===== src/rtl/pipe_pkg.sv =====
// Shared definitions for the parametrised inter-stage pipeline register:
// control bundle layout, data word slots, occupancy encoding and counter helper.
package pipe_pkg;

    localparam int WB_W   = 3;
    localparam int MA_W   = 4;
    localparam int EX_W   = 4;
    localparam int CTRL_W = WB_W + MA_W + EX_W;

    localparam int EX_OFF = 0;
    localparam int MA_OFF = EX_OFF + EX_W;
    localparam int WB_OFF = MA_OFF + MA_W;

    localparam int IDX_RS   = 0;
    localparam int IDX_RT   = 1;
    localparam int IDX_IMM  = 2;
    localparam int IDX_INST = 3;
    localparam int IDX_NPC  = 4;

    // Occupancy encoded as {main_v, skid_v}; 2'b01 is deliberately not a state.
    typedef enum logic [1:0] {
        OCC_EMPTY = 2'b00,
        OCC_ONE   = 2'b10,
        OCC_FULL  = 2'b11
    } occ_e;

    function automatic logic [31:0] sat_inc(input logic [31:0] value,
                                            input logic [31:0] max_value);
        return (value >= max_value) ? max_value : value + 32'd1;
    endfunction

endpackage


===== src/rtl/pipe_stage_reg_sat_counter.sv =====
// Saturating event counter (CNT_W up to 32), cleared only by reset.
module sat_counter #(
    parameter int CNT_W = 16
) (
    input  logic             clk,
    input  logic             rst,
    input  logic             en,
    output logic [CNT_W-1:0] count
);
    import pipe_pkg::*;

    localparam logic [31:0] MAX_V = (32'd1 << CNT_W) - 32'd1;

    logic at_max;

    // sat_inc leaves the value unchanged only once the ceiling is reached.
    assign at_max = (sat_inc(32'(count), MAX_V) == 32'(count));

    always_ff @(posedge clk or posedge rst) begin
        if (rst) begin
            count <= '0;
        end else if (en && !at_max) begin
            count <= count + CNT_W'(1);
        end
    end

endmodule


===== src/rtl/pipe_stage_reg.sv =====
// Inter-stage pipeline register with valid/ready handshake, optional skid
// entry, synchronous flush and saturating stall/bubble counters.
module pipe_stage_reg #(
    parameter int DATA_W = 32,
    parameter int N_DATA = 5,
    parameter int CTRL_W = pipe_pkg::CTRL_W,
    parameter int SKID   = 1,
    parameter int CNT_W  = 16
) (
    input  logic                     clk,
    input  logic                     rst,
    input  logic                     flush,
    input  logic                     in_valid,
    output logic                     in_ready,
    input  logic [N_DATA*DATA_W-1:0] in_data,
    input  logic [CTRL_W-1:0]        in_ctrl,
    output logic                     out_valid,
    input  logic                     out_ready,
    output logic [N_DATA*DATA_W-1:0] out_data,
    output logic [CTRL_W-1:0]        out_ctrl,
    output logic [CNT_W-1:0]         stall_cnt,
    output logic [CNT_W-1:0]         bubble_cnt
);
    import pipe_pkg::*;

    localparam int DW = N_DATA * DATA_W;

    logic              main_v;
    logic [DW-1:0]     main_data;
    logic [CTRL_W-1:0] main_ctrl;
    logic              in_xfer;
    logic              out_xfer;

    assign in_xfer   = in_valid & in_ready;
    assign out_xfer  = main_v & out_ready;
    assign out_valid = main_v;
    assign out_data  = main_data;
    assign out_ctrl  = main_v ? main_ctrl : '0;

    generate
        if (SKID != 0) begin : g_skid
            occ_e              state_q;
            occ_e              state_d;
            logic              skid_v;
            logic [DW-1:0]     skid_data;
            logic [CTRL_W-1:0] skid_ctrl;
            logic              ld_main_in;
            logic              ld_main_skid;
            logic              ld_skid;

            assign {main_v, skid_v} = state_q;
            assign in_ready         = ~skid_v;

            always_ff @(posedge clk or posedge rst) begin
                if (rst) begin
                    state_q <= OCC_EMPTY;
                end else begin
                    state_q <= state_d;
                end
            end

            // Flush wins over everything: drop the input and keep data untouched.
            always_comb begin
                state_d      = state_q;
                ld_main_in   = 1'b0;
                ld_main_skid = 1'b0;
                ld_skid      = 1'b0;
                case (state_q)
                    OCC_EMPTY: begin
                        if (in_xfer) begin
                            ld_main_in = 1'b1;
                            state_d    = OCC_ONE;
                        end
                    end
                    OCC_ONE: begin
                        if (in_xfer && out_xfer) begin
                            ld_main_in = 1'b1;
                        end else if (in_xfer) begin
                            ld_skid = 1'b1;
                            state_d = OCC_FULL;
                        end else if (out_xfer) begin
                            state_d = OCC_EMPTY;
                        end
                    end
                    OCC_FULL: begin
                        if (out_xfer) begin
                            ld_main_skid = 1'b1;
                            state_d      = OCC_ONE;
                        end
                    end
                    default: state_d = OCC_EMPTY;
                endcase
                if (flush) begin
                    state_d      = OCC_EMPTY;
                    ld_main_in   = 1'b0;
                    ld_main_skid = 1'b0;
                    ld_skid      = 1'b0;
                end
            end

            always_ff @(posedge clk or posedge rst) begin
                if (rst) begin
                    main_data <= '0;
                    main_ctrl <= '0;
                    skid_data <= '0;
                    skid_ctrl <= '0;
                end else begin
                    if (ld_main_in) begin
                        main_data <= in_data;
                        main_ctrl <= in_ctrl;
                    end else if (ld_main_skid) begin
                        main_data <= skid_data;
                        main_ctrl <= skid_ctrl;
                    end
                    if (ld_skid) begin
                        skid_data <= in_data;
                        skid_ctrl <= in_ctrl;
                    end
                end
            end

            a_no_orphan_skid: assert property (@(posedge clk) disable iff (rst)
                                               !(skid_v && !main_v));
        end else begin : g_noskid
            assign in_ready = out_ready | ~main_v;

            always_ff @(posedge clk or posedge rst) begin
                if (rst) begin
                    main_v    <= 1'b0;
                    main_data <= '0;
                    main_ctrl <= '0;
                end else if (flush) begin
                    main_v <= 1'b0;
                end else if (in_xfer) begin
                    main_v    <= 1'b1;
                    main_data <= in_data;
                    main_ctrl <= in_ctrl;
                end else if (out_xfer) begin
                    main_v <= 1'b0;
                end
            end
        end
    endgenerate

    sat_counter #(.CNT_W(CNT_W)) u_stall_cnt (
        .clk   (clk),
        .rst   (rst),
        .en    (main_v & ~out_ready),
        .count (stall_cnt)
    );

    sat_counter #(.CNT_W(CNT_W)) u_bubble_cnt (
        .clk   (clk),
        .rst   (rst),
        .en    (~main_v),
        .count (bubble_cnt)
    );

endmodule


===== config.mk =====
export PLATFORM = sky130hd
export DESIGN_NAME = pipe_stage_reg
export DESIGN_NICKNAME = d
export VERILOG_FILES = /design/src/rtl/pipe_pkg.sv /design/src/rtl/pipe_stage_reg_sat_counter.sv /design/src/rtl/pipe_stage_reg.sv
export SDC_FILE = /design/constraint.sdc
export NUM_CORES = 1
export LEC_CHECK = 0
export ABC_AREA = 1
export CAP_MARGIN = 30
export CORE_MARGIN = 2
export CORE_UTILIZATION = 55
export CTS_CLUSTER_SIZE = 14
export DETAILED_ROUTE_END_ITERATION = 16
export GPL_ROUTABILITY_DRIVEN = 1
export GPL_TIMING_DRIVEN = 0
export PLACE_DENSITY = 0.89
export SYNTH_ARGS = -nofsm -noshare
export SYNTH_HDL_FRONTEND = slang
export SYNTH_SLANG_ARGS = --single-unit

===== constraint.sdc =====
create_clock -name clk -period 27.3 [get_ports clk]
set_input_delay 5.46 -clock clk [delete_from_list [all_inputs] [get_ports clk]]
set_output_delay 5.46 -clock clk [all_outputs]
set_load 0.005 [all_outputs]

## Yosys cells after proc, flatten, opt, wreduce, memory -nomap -nowiden

Index checks and enable logic that the tools add are counted.

- Shift-type cells: 0
- $add $sub $neg: 4
- Div/mod/pow operators: 0
- $lt $le $gt $ge: 2
- Multipliers: 0
- Bitwise gates (word level): 6
- Eq/ne operators: 8
- Reduce and logical (&&, ||, !) cells: 8
- Muxes and demuxes: 24

Operator list:

| operator | count |
|---|---|
| $mux 160 | 2 |
| $eq 32x16->1 | 2 |
| $mux 32 | 2 |
| $add 16x1->17 const B | 2 |
| $mux 11 | 3 |
| $add 16x1->16 const B | 2 |
| $ge 16x16->1 const B | 2 |
| $mux 2 | 6 |
| $mux 1 | 9 |
| $ne 3x3->1 const B | 3 |
| $pmux 2 s3 | 1 |
| $eq 2x2->1 const B | 2 |
| $ne 4x4->1 const B | 1 |
| $reduce_and 4->1 | 1 |
| $and 1x1->1 | 3 |
| $logic_and 1x1->1 | 3 |
| $not 1->1 | 3 |
| $logic_not 1->1 | 2 |
| $logic_not 2->1 | 1 |
| $pmux 1 s2 | 1 |
| $reduce_bool 2->1 | 1 |

- Bits in read-only memories: 0
- Bits in latches: 0
- Output and inout bits: 205
- Bits in registers: 376
- Memory bits (writable): 0
- Memories: 0
- Bits of input ports: 176

## Logic depth before layout (Yosys ltp)

- Depth in word-level cells: 7
- Gate-level depth with buffers: 10
- Mapped depth without buffers: 9

## Cells and area by module

From an unflattened synthesis, not the netlist that was laid out.

- Cells, all modules: 2414
- Area total of the unflattened synthesis: 18207.5 µm²

Modules (own cells, without submodules):

| module | area each (µm²) | cells each | times used |
|---|---|---|---|
| pipe_stage_reg | 16082.9 | 2096 | 1 |
| sat_counter | 1062.3 | 159 | 2 |

## Worst setup path before layout

No wires, ideal clock.

- Path type: input to register
- Start: input port out_ready
- End: register g_skid.skid_data[102]
- Arrival: 6390 ps
- Required time: 27172 ps
- Path slack: 20783 ps
- Cell stages on the path: 7
- Buffers on the path: 2
- Path through: nand2_2 inv_2 nor2_2 nand2_2 buf_6 buf_6 mux2_1

- Longest elaborated chain between the ends: 5

RTL lines:

| item | RTL line | text |
|---|---|---|
| start, declared | pipe_stage_reg.sv:18 | `input logic out_ready,` |
| $and 1x1->1 | pipe_stage_reg.sv:35 | `assign out_xfer = main_v & out_ready;` |
| $logic_and 1x1->1 | pipe_stage_reg.sv:76 | `if (in_xfer && out_xfer) begin` |
| $mux 1 | pipe_stage_reg.sv:76 |  |
| $mux 1 | pipe_stage_reg.sv:68 | `case (state_q)` |
| $mux 1 | pipe_stage_reg.sv:93 | `if (flush) begin` |
| end signal, assigned | pipe_stage_reg.sv:116 | `skid_data <= in_data;` |
| end, declared | pipe_stage_reg.sv:45 | `logic [DW-1:0] skid_data;` |

No other way between the ends.
A chain may end at the register's enable or synchronous reset.

## Worst setup path after layout

- Start: register g_skid.state_q[1]
- End: output port out_ctrl[1]

- Longest elaborated chain between the ends: 1

RTL lines:

| item | RTL line | text |
|---|---|---|
| start, declared | pipe_stage_reg.sv:42 | `occ_e state_q;` |
| start signal, assigned | pipe_stage_reg.sv:58 | `state_q <= state_d;` |
| $mux 11 | pipe_stage_reg.sv:38 | `assign out_ctrl = main_v ? main_ctrl : '0;` |
| end, declared | pipe_stage_reg.sv:20 | `output logic [CTRL_W-1:0] out_ctrl,` |

No other way between the ends.

==> results.md <==
- Residual DRC: 0
- Setup Viol. Count Final: 0
- Syn. warnings: 0
- Hold Vio Cnt, Final: 0
- Final clock skew: approximately 14 ps
- Die W: 180 µm
- Share of flip-flops with an asynchronous set or reset: 1.00
- Arr. time, crit path: about 2300 ps
- Top cell type's share of synthesized area: 0.552
- CTS tree: built
- Global route total overflow: 0
- Crit path cell chain: clkbuf_1, nand2_1, inv_1, clkdlybuf4s50_1
- Total number of H-tree levels: 2
- Fin cells: roughly 2600
- Initial Util: 0.558
- Clock latency on the worst-skew pair: 530 ps
- Static Leak: roughly 10 nW
- Crit path time final: 7790 ps
- Synth Flop Type: dfrtp_1
- Share of layout cells above drive strength 1: 0.131
- Slew @ Worst Pin: 781 ps
- Number of setup buffers added after CTS: 0
- Root Buffer: clkbuf_16
- Sequential area share after synthesis: 0.552
- Final cell utilization of the core: 0.744
- Final GP Congestion: 0.881
- All-Layer GR Usage: 0.324
- Final Cycle Share: 0.285
- Status: finished, final reports clean
- Vias: 15100
- Relative slew slack: 0.479
- Syn-to-layout area delta: 33.3%
- CP max-delay cell: dfrtp_1
- Synth cell types: 30
- Area leader, netlist: dfrtp_1
- Num ports: roughly 380
- Placement row count: 64
- #FFs+latches synth: 376
- Hold_buf cts: 0
- Post-Syn Area: 0.0170 mm²
- Final Max Tran Viols: 0
- Element type at the critical path start: register
- MaxCap Viol Count: 0
- Crit Path Category: register to output port
- Most common library cells after synthesis: 507 x nand3_1, 376 x dfrtp_1, 339 x nand2_1
- Largest net degree at the start of global routing: 138
- Max Fclk: 128 MHz
- Reg2reg setup slack: 24300 ps
- Area contributors post-synth: dfrtp_1 55%, nand3_1 15%, nand2_1 7.5%
- First-pass GRT wire length: 84.6 mm
- VDD IR max: about 0.065 mV
- TritonCTS Buffers: 40
- Die ar.: 0.0324 mm²
- Vias in the first global route: 15600
- EDFF count, synth: 0
- Core area: 0.0305 mm²
- RSZ-0062 raised after global routing: false
- # nets final: around 2300
- Iter 0 DRT Violations: 1396
- Drt pass-1 iters: 6
- Post_cts resized: 0
- Most frequent cell after synthesis: nand3_1
- Crit path max fanout: 10
- Maximum root-to-sink buffer count: 3
- Post-route setup TNS: 0 ps
- Inst Count DP: 2497
- CTS Sinks: 376
- Syn Nets: 1902
- Element type at the critical path end: output port
- Detail Route Antenna Nets: 0
- Max stage delay on crit path: 580 ps
- Final WL: 52.8 mm
- Die Ht: 180 µm
- Avg Cell Area, Syn: 9.91 µm²
- Mapped Cells: 1719
- Detailed Place HPWL: ~36 mm
- Wire per inst: 20.5 µm
- Pwr dens: 106 mW/mm²
- Clock-pin slew on the worst setup and hold paths: roughly 60 ps
- Initial antenna violation count: 5
- Vias per cell: 5.88
- Port bufs: 380
- WP data required: 21840 ps
- Hold crit path type: register to register
layout make-up:
class | count | area (µm²)
inverters | 76 | 293
repair buffers | 382 | 3860
diodes | 4 | 10.0
clock buffers | 58 | 1120
multi-input cells | 1147 | 6710
well taps | 396 | 495
fillers | 1953 | 7810
clock inverters | 14 | 180
plain buffers | 120 | 629
flip-flops and latches | 376 | 9410
final timing paths:
kind,start,end,depth (start not counted)
worst max-delay path,g_skid.state_q[1]$_DFFE_PP0P_,out_ctrl[1],4
worst min-delay path,g_skid.skid_data[15]$_DFFE_PP0P_,g_skid.skid_data[15]$_DFFE_PP0P_,2
worst max register to register,g_skid.state_q[1]$_DFFE_PP0P_,out_data[11]$_DFFE_PP0P_,9
worst min register to register,g_skid.skid_data[15]$_DFFE_PP0P_,g_skid.skid_data[15]$_DFFE_PP0P_,2
max in group asynchronous,rst,g_skid.skid_data[52]$_DFFE_PP0P_,3
min in group asynchronous,rst,g_skid.skid_data[128]$_DFFE_PP0P_,2
critical path, delay by kind of cell, from the launching register on:
kind          cells  cell delay [ps]
buf+inv           3             1120
flops             1              580
simple gates      1              110
report_power, final:
part,internal [mW],leakage [nW],switching [mW]
Clock,0.324,0.636,0.225
Sequential,0.824,4.65,0.181
Combinational,0.489,5.21,0.354
flip-flops by register name, summed over array words and instances (netlist names):
signal              count
g_skid.skid_ctrl       11
g_skid.state_q          2
u_bubble_cnt.count     16
out_data              160
u_stall_cnt.count      16
main_ctrl              11
g_skid.skid_data      160
metal layers:
metal	GRT usage	wire, µm
met1	0.406	19600
met2	0.535	25500
met3	0.0699	4660
met4	0.161	2890
met5	0	13
layout by cell type (no fill, tap or decap), types with 5 or more instances in the layout:
cell type        Yosys  final
xor2_1               7      7
nand2_2              5      5
ha_1                 7      7
mux2_2              44     44
buf_1               13     13
clkinv_2             0      7
clkbuf_16            0     41
nand3_1            507    507
clkbuf_1            33     47
nor2_1              34     34
inv_1               72     71
nor2_2               6      6
o21ai_0             39     39
o211ai_1            33     33
buf_6               13     13
buf_2               58     58
clkdlybuf4s50_1      0    380
mux2_4              82     82
xnor2_1              5      5
nand2_1            339    339
nand4_1             12     12
dfrtp_1            376    376
mux2_1              12     12
stage by stage:
| step | worst slack, ps | power, mW | cell area [µm²] | hold WS (ps) |
|---|---|---|---|---|
| global route | 19410 | 2.52 | 22700 | 501 |
| finish | 19510 | 2.40 | 22700 | 487 |
| CTS | 19490 | 2.40 | 22700 | 490 |
| detailed placement | 19680 | 1.83 | 21400 | 474 |
| global placement | 7250 | 1.78 | 21300 | 469 |
| floorplan | 11400 | 1.37 | 17000 | 454 |
cell families after synthesis:
family,Yosys count,share of synthesized area
AO/OA/AOI/OAI,77,0.0279
XOR/XNOR,12,0.00617
adder cells (fa/ha/maj),7,0.00514
buffers and inverters,196,0.0537
flip-flops,376,0.552
multiplexers,138,0.109
AND/OR/NAND/NOR,913,0.245
Power figures use the tool's default switching activity.
